`config.mk`:
```
export PLATFORM = sky130hd
export DESIGN_NAME = iram_loadable
export DESIGN_NICKNAME = d
export VERILOG_FILES = /design/src/rtl/iram_loadable.sv
export SDC_FILE = /design/constraint.sdc
export NUM_CORES = 2
export LEC_CHECK = 0
export ABC_AREA = 1
export CELL_PAD_IN_SITES_DETAIL_PLACEMENT = 0
export CELL_PAD_IN_SITES_GLOBAL_PLACEMENT = 2
export CORE_MARGIN = 2
export CORE_UTILIZATION = 35
export CTS_CLUSTER_SIZE = 14
export DETAILED_ROUTE_END_ITERATION = 7
export DONT_BUFFER_PORTS = 1
export PLACE_DENSITY = 0.65
export SYNTH_ARGS = -nofsm -noshare
export SYNTH_HDL_FRONTEND = slang
export SYNTH_SLANG_ARGS = --single-unit
```
`constraint.sdc`:
```
create_clock -name clk -period 2.3 [get_ports clk]
set_clock_uncertainty 0.2 [all_clocks]
set_input_delay 0.69 -clock clk [delete_from_list [all_inputs] [get_ports clk]]
set_output_delay 0.69 -clock clk [all_outputs]
set_load 0.005 [all_outputs]
```
`src/rtl/iram_loadable.sv`:
```
// Run-time loadable instruction memory between the PC and the MBRU.
// A valid/ready stream fills the array; fetches are live only once loaded.
module iram_loadable #(
  parameter int DW       = 8,
  parameter int AW       = 8,
  parameter int DEPTH    = 256,
  parameter int NOP_CODE = 2
) (
  input  logic          clk,
  input  logic          rst_n,
  input  logic [AW-1:0] addr,
  input  logic          rd_en,
  output logic [DW-1:0] dout,
  output logic          dout_valid,
  output logic          run,
  input  logic          load_start,
  input  logic          load_valid,
  input  logic [DW-1:0] load_data,
  input  logic          load_last,
  output logic          load_ready,
  output logic [AW:0]   load_count,
  output logic [DW-1:0] load_sum,
  output logic          load_err
);

  localparam int PW = (DEPTH > 1) ? $clog2(DEPTH) : 1;
  localparam logic [PW-1:0] LAST_PTR = PW'(DEPTH - 1);
  localparam logic [DW-1:0] NOP = DW'(NOP_CODE);

  typedef enum logic [1:0] {
    EMPTY,
    LOAD,
    RUN
  } state_t;

  state_t        state;
  logic [PW-1:0] ptr;
  logic [DW-1:0] mem [DEPTH];

  logic accept;
  logic at_end;
  logic hit;

  assign load_ready = (state == LOAD);
  assign run        = (state == RUN);
  assign accept     = load_ready & load_valid & ~load_start;
  assign at_end     = (ptr == LAST_PTR);
  // load_count never exceeds DEPTH, so this also bounds addr to the array
  assign hit        = run & ({1'b0, addr} < load_count);

  always_ff @(posedge clk) begin
    if (accept) begin
      mem[ptr] <= load_data;
    end
  end

  always_ff @(posedge clk or negedge rst_n) begin
    if (!rst_n) begin
      state      <= EMPTY;
      ptr        <= '0;
      load_count <= '0;
      load_sum   <= '0;
      load_err   <= 1'b0;
      dout       <= NOP;
      dout_valid <= 1'b0;
    end else begin
      dout_valid <= rd_en;
      if (rd_en) begin
        dout <= hit ? mem[addr[PW-1:0]] : NOP;
      end
      if (load_start) begin
        state      <= LOAD;
        ptr        <= '0;
        load_count <= '0;
        load_sum   <= '0;
        load_err   <= 1'b0;
      end else if (accept) begin
        ptr        <= ptr + PW'(1);
        load_count <= load_count + (AW+1)'(1);
        load_sum   <= load_sum + load_data;
        if (load_last | at_end) begin
          state    <= RUN;
          load_err <= ~load_last;
        end
      end
    end
  end

endmodule
```
[Word level (Yosys, flattened, before mapping)]
Memories as Yosys holds them, arrays and structs flattened.
Cells that the tools add are included.
Widths: inputs -> output; s select.
Operators by class
  mux-type cells: 15
  eq/ne operators: 3
  reduce and logical (&&, ||, !) cells: 3
  add/sub/neg operators: 3
  shift operators: 0
  magnitude comparators: 1
  $mul: 0
  div/mod/pow operators: 0
  bitwise gates (word level): 6
Operator list (count)
  $mux 8: 5
  $mux 9: 2
  $add 9x1->9 const B: 1
  $lt 8x9->1: 1
  $add 8x1->8 const B: 1
  $add 8x8->8: 1
  $eq 8x8->1 const B: 1
  $mux 2: 3
  $mux 1: 5
  $reduce_bool 2->1: 2
  $and 1x1->1: 3
  $eq 2x1->1 const B: 1
  $eq 2x2->1 const B: 1
  $not 1->1: 2
  $reduce_and 2->1: 1
  $or 1x1->1: 1
Word-level totals
  ROM bits: 0
  memories kept: 1
  bits of input ports: 22
  register bits after elaboration: 37
  memory bits (writable): 2048
  logic and storage cells: 39
  latch bits: 0
Memories
  mem: words 256, width 8, read ports 1, clocked after Yosys merged registers in 0, wr ports 1, RTL line 38  | logic [DW-1:0] mem [DEPTH];

[Depth between registers and ports, before layout]
  depth after elaboration: 5
  gate-level depth with buffers: 17
  mapped depth without buffers: 13

[Least setup slack after synthesis]
OpenSTA, ideal clock, no wires.
  path type: in2reg
  from: input port load_valid
  to: memory mem[102][0], enable pin
  arrival time: 1.984 ns
  stages on the path: 7
  data required time: 1.730 ns
  path slack: -0.254 ns
  path through: nand2_2 > nor2_4 > inv_2 > nor2_1 > nand3_1 > buf_2 > nor2_1
Between the ends
  cells in the longest elaborated chain, start to end: 4
Ends and longest elaborated chain
  from (decl): RTL line 17  | input logic load_valid,
  $and 1x1->1 (2 in series): RTL line 46  | assign accept = load_ready & load_valid & ~load_start;
  $mux 1: RTL line 52  | if (accept) begin
  $mux 1 (not written as such): RTL line 53  | mem[ptr] <= load_data;
  to (decl): RTL line 38
Every way passes these cells.

[Final worst setup path]
  from: input port addr[0]
  to: register dout[2]
Between the ends
  cells in the longest elaborated chain, start to end: 3
  elaborated cells on any way between the ends: 4
  those cells by class: order compare (1); mux (1); bitwise (1); memory (1)
Ends and longest elaborated chain
  from (decl): RTL line 11  | input logic [AW-1:0] addr,
  branches (longest 2 deep; another with $mem_v2 256x8)
  $mux 8 *: RTL line 69  | dout <= hit ? mem[addr[PW-1:0]] : NOP;
  to (signal assigned): RTL line 69
  to (decl): RTL line 13  | output logic [DW-1:0] dout,
Mark *: on every way between the ends.
A chain may end at the register's enable or synchronous reset.

==> reports/qor_table.md <==
| Item | Value | Unit |
|:---|:---|:---|
| Hold Crit Depth | 0 | - |
| Leftover overflow at the end of global routing | 0 | - |
| Violation count after the first detailed-routing iteration | 5,447 | - |
| Depth of the most critical reg-to-reg path | 11 | - |
| Highest clock frequency the design can meet | 290.9 | MHz |
| Sequential-to-total area share from yosys stat | 72.98 | % |
| Worst hold-check path type | in -> reg | - |
| Cell Area, Synth | 85,540 | um2 |
| Global-route usage over all layers | 21.44 | % |
| CTS HTree Levels | 4 | - |
| HPWL after DPL | 138.9 | mm |
| Pin count of the biggest net entering global routing | 1,032 | - |
| End of the worst register-to-register path | mem[186][6] | - |
| Total length of routed wires | 277.4 | mm |
| Crit path max fanout | 1,031 | - |
| Number of instances in the synthesized netlist | 7,158 | - |
| Layout cells sized above 1 | 19.58 | % |
| Clock network latency to the later pin of the worst-skew pair | 0.89 | ns |
| Seq cells post-synth | 2,085 | - |
| Final core utilization | 43.39 | % |
| Min cycle time layout | 3.438 | ns |
| Count of pins on the block boundary | 51 | - |
| Launch instance of the worst register-to-register path | state[0] | - |
| Outcome | complete, but fails checks | - |
| Data arrival at the endpoint of the critical path | 4.05 | ns |
| Worst Slack Setup Final | -1.138 | ns |
| Pre-CTS setup slack | -1.504 | ns |
| Area of the core | 243,200 | um2 |
| Count of unique library cells instantiated by Yosys | 41 | - |
| Via count | 56,920 | - |
| Area leader, netlist | sky130_fd_sc_hd__edfxtp_1 | - |
| Final Hold Viols | 678 | - |
| Max-Slew Margin vs Limit | -85.76 | % |
| Cell at the root of the clock tree | sky130_fd_sc_hd__clkbuf_16 | - |
| Routability-driven placement congestion ratio | 0.7947 | - |
| Endpoint kind of the worst setup timing path | flip-flop | - |
| Reg-to-reg slack, setup | -0.08 | ns |
| Max-cap check violation count | 0 | - |
| Violated checks | negative hold slack, max-slew violations, negative setup slack | - |
| Horizontal die dimension | 498.4 | um |
| Pwr Total | 0.08092 | W |
| Crit Path Class | in -> reg | - |
| Effective utilization at floorplan | 35.17 | % |
| Die Footprint | 248,400 | um2 |
| Longest Clk Path Bufs | 3 | - |
| Share of Yosys cell area claimed by the top area cell type | 71.90 | % |
| Req. time, crit path | 2.92 | ns |
| NumNets Final | 7,562 | - |
| First-pass GRT wire length | 393.8 | mm |
| Post-DR vias/cell | 5.214 | - |
| Worst hold slack across all endpoints | -0.2874 | ns |
| Kind of start point of the critical path | input pin | - |
| Placed Area | 92,810 | um2 |
| Synthesis-to-layout area growth | 23.38 | % |
| Crit share post-route | 149.5 | % |
| Leakage | 36.96 | nW |
| Hold Path Origin | load_data[5] | - |
| Worst Max-Slew Pin Slew | 2.786 | ns |
| TritonCTS clock tree | built | - |
| Count of yosys warnings during synthesis | 0 | - |
| # rows | 181 | - |
| Final setup vio count | 649 | - |
| Pwr/cell area | 766.8 | nW/um2 |
| Count of antenna-violating nets left after detailed routing | 0 | - |
| Mean Syn Cell Area | 11.95 | um2 |
| Wire length per cell | 25.40 | um |
| Antenna violations before repair | 12 | - |
| Post-CTS clock slew at the launch and capture registers of the worst setup and hold paths | 0.06 | ns |
| Remaining DRCs | 0 | - |
| Max-slew violation count | 919 | - |
| Number of nets produced by synthesis | 7,200 | - |
| Post-route standard cell area excluding fillers | 105,500 | um2 |
| Worst VDD drop | 0.0006663 | V |
| Setup repair after global routing missed its margin | true | - |
| Port Buf Inserts | 0 | - |
| CTS Buf Count | 222 | - |
| Iteration count of the initial detailed-routing pass | 5 | - |
| Sink count of the clock tree | 2,085 | - |
| Endpoint of the worst hold-timing path | mem[247][5] | - |
| Vias in the first global route | 55,080 | - |
| Die Y | 498.4 | um |
| Top cells by area, synth | sky130_fd_sc_hd__edfxtp_1 72%, sky130_fd_sc_hd__nand3_1 12%, sky130_fd_sc_hd__nand2_1 9.2% | - |
## cells by family after synthesis
logic type / Yosys count / share of synthesized area, %
DFF: 2085 / 72.98
and+or+nand+nor: 4451 / 22.63
adders and majority gates: 20 / 0.3013
AOI/OAI and AO/OA: 62 / 0.4257
buffers and inverters: 536 / 3.625
xor gates and xnor gates: 4 / 0.04096
## worst max-delay path, stage by stage
cell,delay [ns]
sky130_fd_sc_hd__clkinv_16,0.36
sky130_fd_sc_hd__buf_8,0.16
sky130_fd_sc_hd__buf_16,0.15
sky130_fd_sc_hd__buf_16,0.18
sky130_fd_sc_hd__buf_12,0.16
sky130_fd_sc_hd__buf_16,0.14
sky130_fd_sc_hd__nand2_1,0.06
sky130_fd_sc_hd__nand3_1,0.07
sky130_fd_sc_hd__nand3_1,0.10
sky130_fd_sc_hd__nand3_1,0.13
sky130_fd_sc_hd__nand3_2,0.09
sky130_fd_sc_hd__nand3_2,0.12
sky130_fd_sc_hd__nand3_2,0.09
sky130_fd_sc_hd__buf_6,0.14
sky130_fd_sc_hd__nand3_2,0.10
sky130_fd_sc_hd__nand3_2,0.08
sky130_fd_sc_hd__nand2_1,0.06
## stage by stage
step           hold slack [ns]  TNS, ns  std cells
2_1_floorplan           0.1944  -143.57       7158
3_3_place_gp            0.1956   -26.80      10390
3_5_place_dp            0.1954   -41.64      10390
4_1_cts                -0.3404   -3.049      10870
5_1_grt                -0.3122  -130.53      10920
6_report               -0.2874   -27.88      10920
## worst max path at each step
stage,slack (ns),startpoint,end,cells after the start
floorplan,-0.13,load_valid,mem[134][0],7
global route,-0.66,addr[0],dout[1],18
finish,-1.14,addr[0],dout[2],17
CTS,-0.27,state[1],run,3
global placement,-1.51,addr[0],dout[3],14
detailed placement,-1.50,addr[0],dout[3],14
## layout by cell type (no fill, tap or decap), drive strengths merged, types with 2 or more instances in the layout
cell type and n:
o21ai 32, nand2 2107, clkinvlp 3, dfrtp 36
a22o 2, diode 3, clkbuf 325, bufbuf 3
o22ai 2, nor2 281, a21oi 18, a31oi 2
nor3 12, clkinv 93, buf 588, ha 19
inv 57, nand3 2047, dlygate4sd3 11, bufinv 11
xnor2 3, edfxtp 2048
## cell type report
cell class | count | area (um2)
well taps | 3202 | 4006
inverters | 50 | 234.0
diodes | 3 | 7.507
multi-input cells | 4537 | 23550
clock buffers | 303 | 5963
repair buffers | 624 | 8449
fillers | 22500 | 137700
flip-flops and latches | 2085 | 62430
clock inverters | 114 | 888.4
## power by group
part           internal [W]  switching (W)
combinational       0.00191        0.00291
sequential           0.0417      0.0000319
clock                0.0193         0.0150
total                0.0629         0.0180
## cell usage after synthesis
| master | n |
|---|---|
| sky130_fd_sc_hd__nand2_1 | 2106 |
| sky130_fd_sc_hd__edfxtp_1 | 2048 |
| sky130_fd_sc_hd__nand3_1 | 2043 |
| sky130_fd_sc_hd__nor2_1 | 279 |
| sky130_fd_sc_hd__buf_2 | 235 |
| sky130_fd_sc_hd__clkbuf_1 | 85 |
| sky130_fd_sc_hd__buf_6 | 67 |
| sky130_fd_sc_hd__buf_4 | 66 |
| sky130_fd_sc_hd__inv_1 | 44 |
| sky130_fd_sc_hd__dfrtp_1 | 36 |
| sky130_fd_sc_hd__o21ai_0 | 31 |
| sky130_fd_sc_hd__buf_1 | 30 |
| sky130_fd_sc_hd__ha_1 | 19 |
| sky130_fd_sc_hd__a21oi_1 | 18 |
| sky130_fd_sc_hd__nor3_1 | 10 |
| sky130_fd_sc_hd__inv_2 | 4 |
| sky130_fd_sc_hd__nand3_2 | 4 |
| sky130_fd_sc_hd__xnor2_1 | 3 |
| sky130_fd_sc_hd__a22o_1 | 2 |
| sky130_fd_sc_hd__a31oi_1 | 2 |
| sky130_fd_sc_hd__buf_12 | 2 |
| sky130_fd_sc_hd__clkinv_1 | 2 |
| sky130_fd_sc_hd__nor2_4 | 2 |
| sky130_fd_sc_hd__nor3_4 | 2 |
| sky130_fd_sc_hd__o22ai_1 | 2 |
| sky130_fd_sc_hd__a2111oi_4 | 1 |
| sky130_fd_sc_hd__a221oi_1 | 1 |
| sky130_fd_sc_hd__a2bb2oi_1 | 1 |
| sky130_fd_sc_hd__a32o_1 | 1 |
| sky130_fd_sc_hd__buf_8 | 1 |
| sky130_fd_sc_hd__dfstp_2 | 1 |
| sky130_fd_sc_hd__fa_1 | 1 |
| sky130_fd_sc_hd__nand2_2 | 1 |
| sky130_fd_sc_hd__nand4_1 | 1 |
| sky130_fd_sc_hd__nor3b_1 | 1 |
| sky130_fd_sc_hd__nor4_1 | 1 |
| sky130_fd_sc_hd__o21ai_1 | 1 |
| sky130_fd_sc_hd__o31ai_1 | 1 |
| sky130_fd_sc_hd__o32ai_1 | 1 |
| sky130_fd_sc_hd__or2_2 | 1 |
| sky130_fd_sc_hd__xor2_1 | 1 |
## routing by layer
layer	wire length, um	track usage (%)	up-vias
li1	-	-	26300
met1	127200	30.84	28960
met2	130000	34.29	1360
met3	14250	3.056	302
met4	5922	5.064	0
met5	0	0	-
## repair_timing
item                                     CTS  global route
hold buffers                               9             7
hold endpoints to repair                1949          1076
setup buffers                             26            19
gates resized for setup                  320           450
gates cloned                              30            22
pin swaps                                 35           105
endpoints found under the setup margin    23          1316
## state kept, by name, indices dropped and copies added (netlist names)
signal,flops
load_sum,8
load_err,1
load_count,9
ptr,8
state,2
dout_valid,1
dout,8
mem,2048
Power figures use the tool's default switching activity.
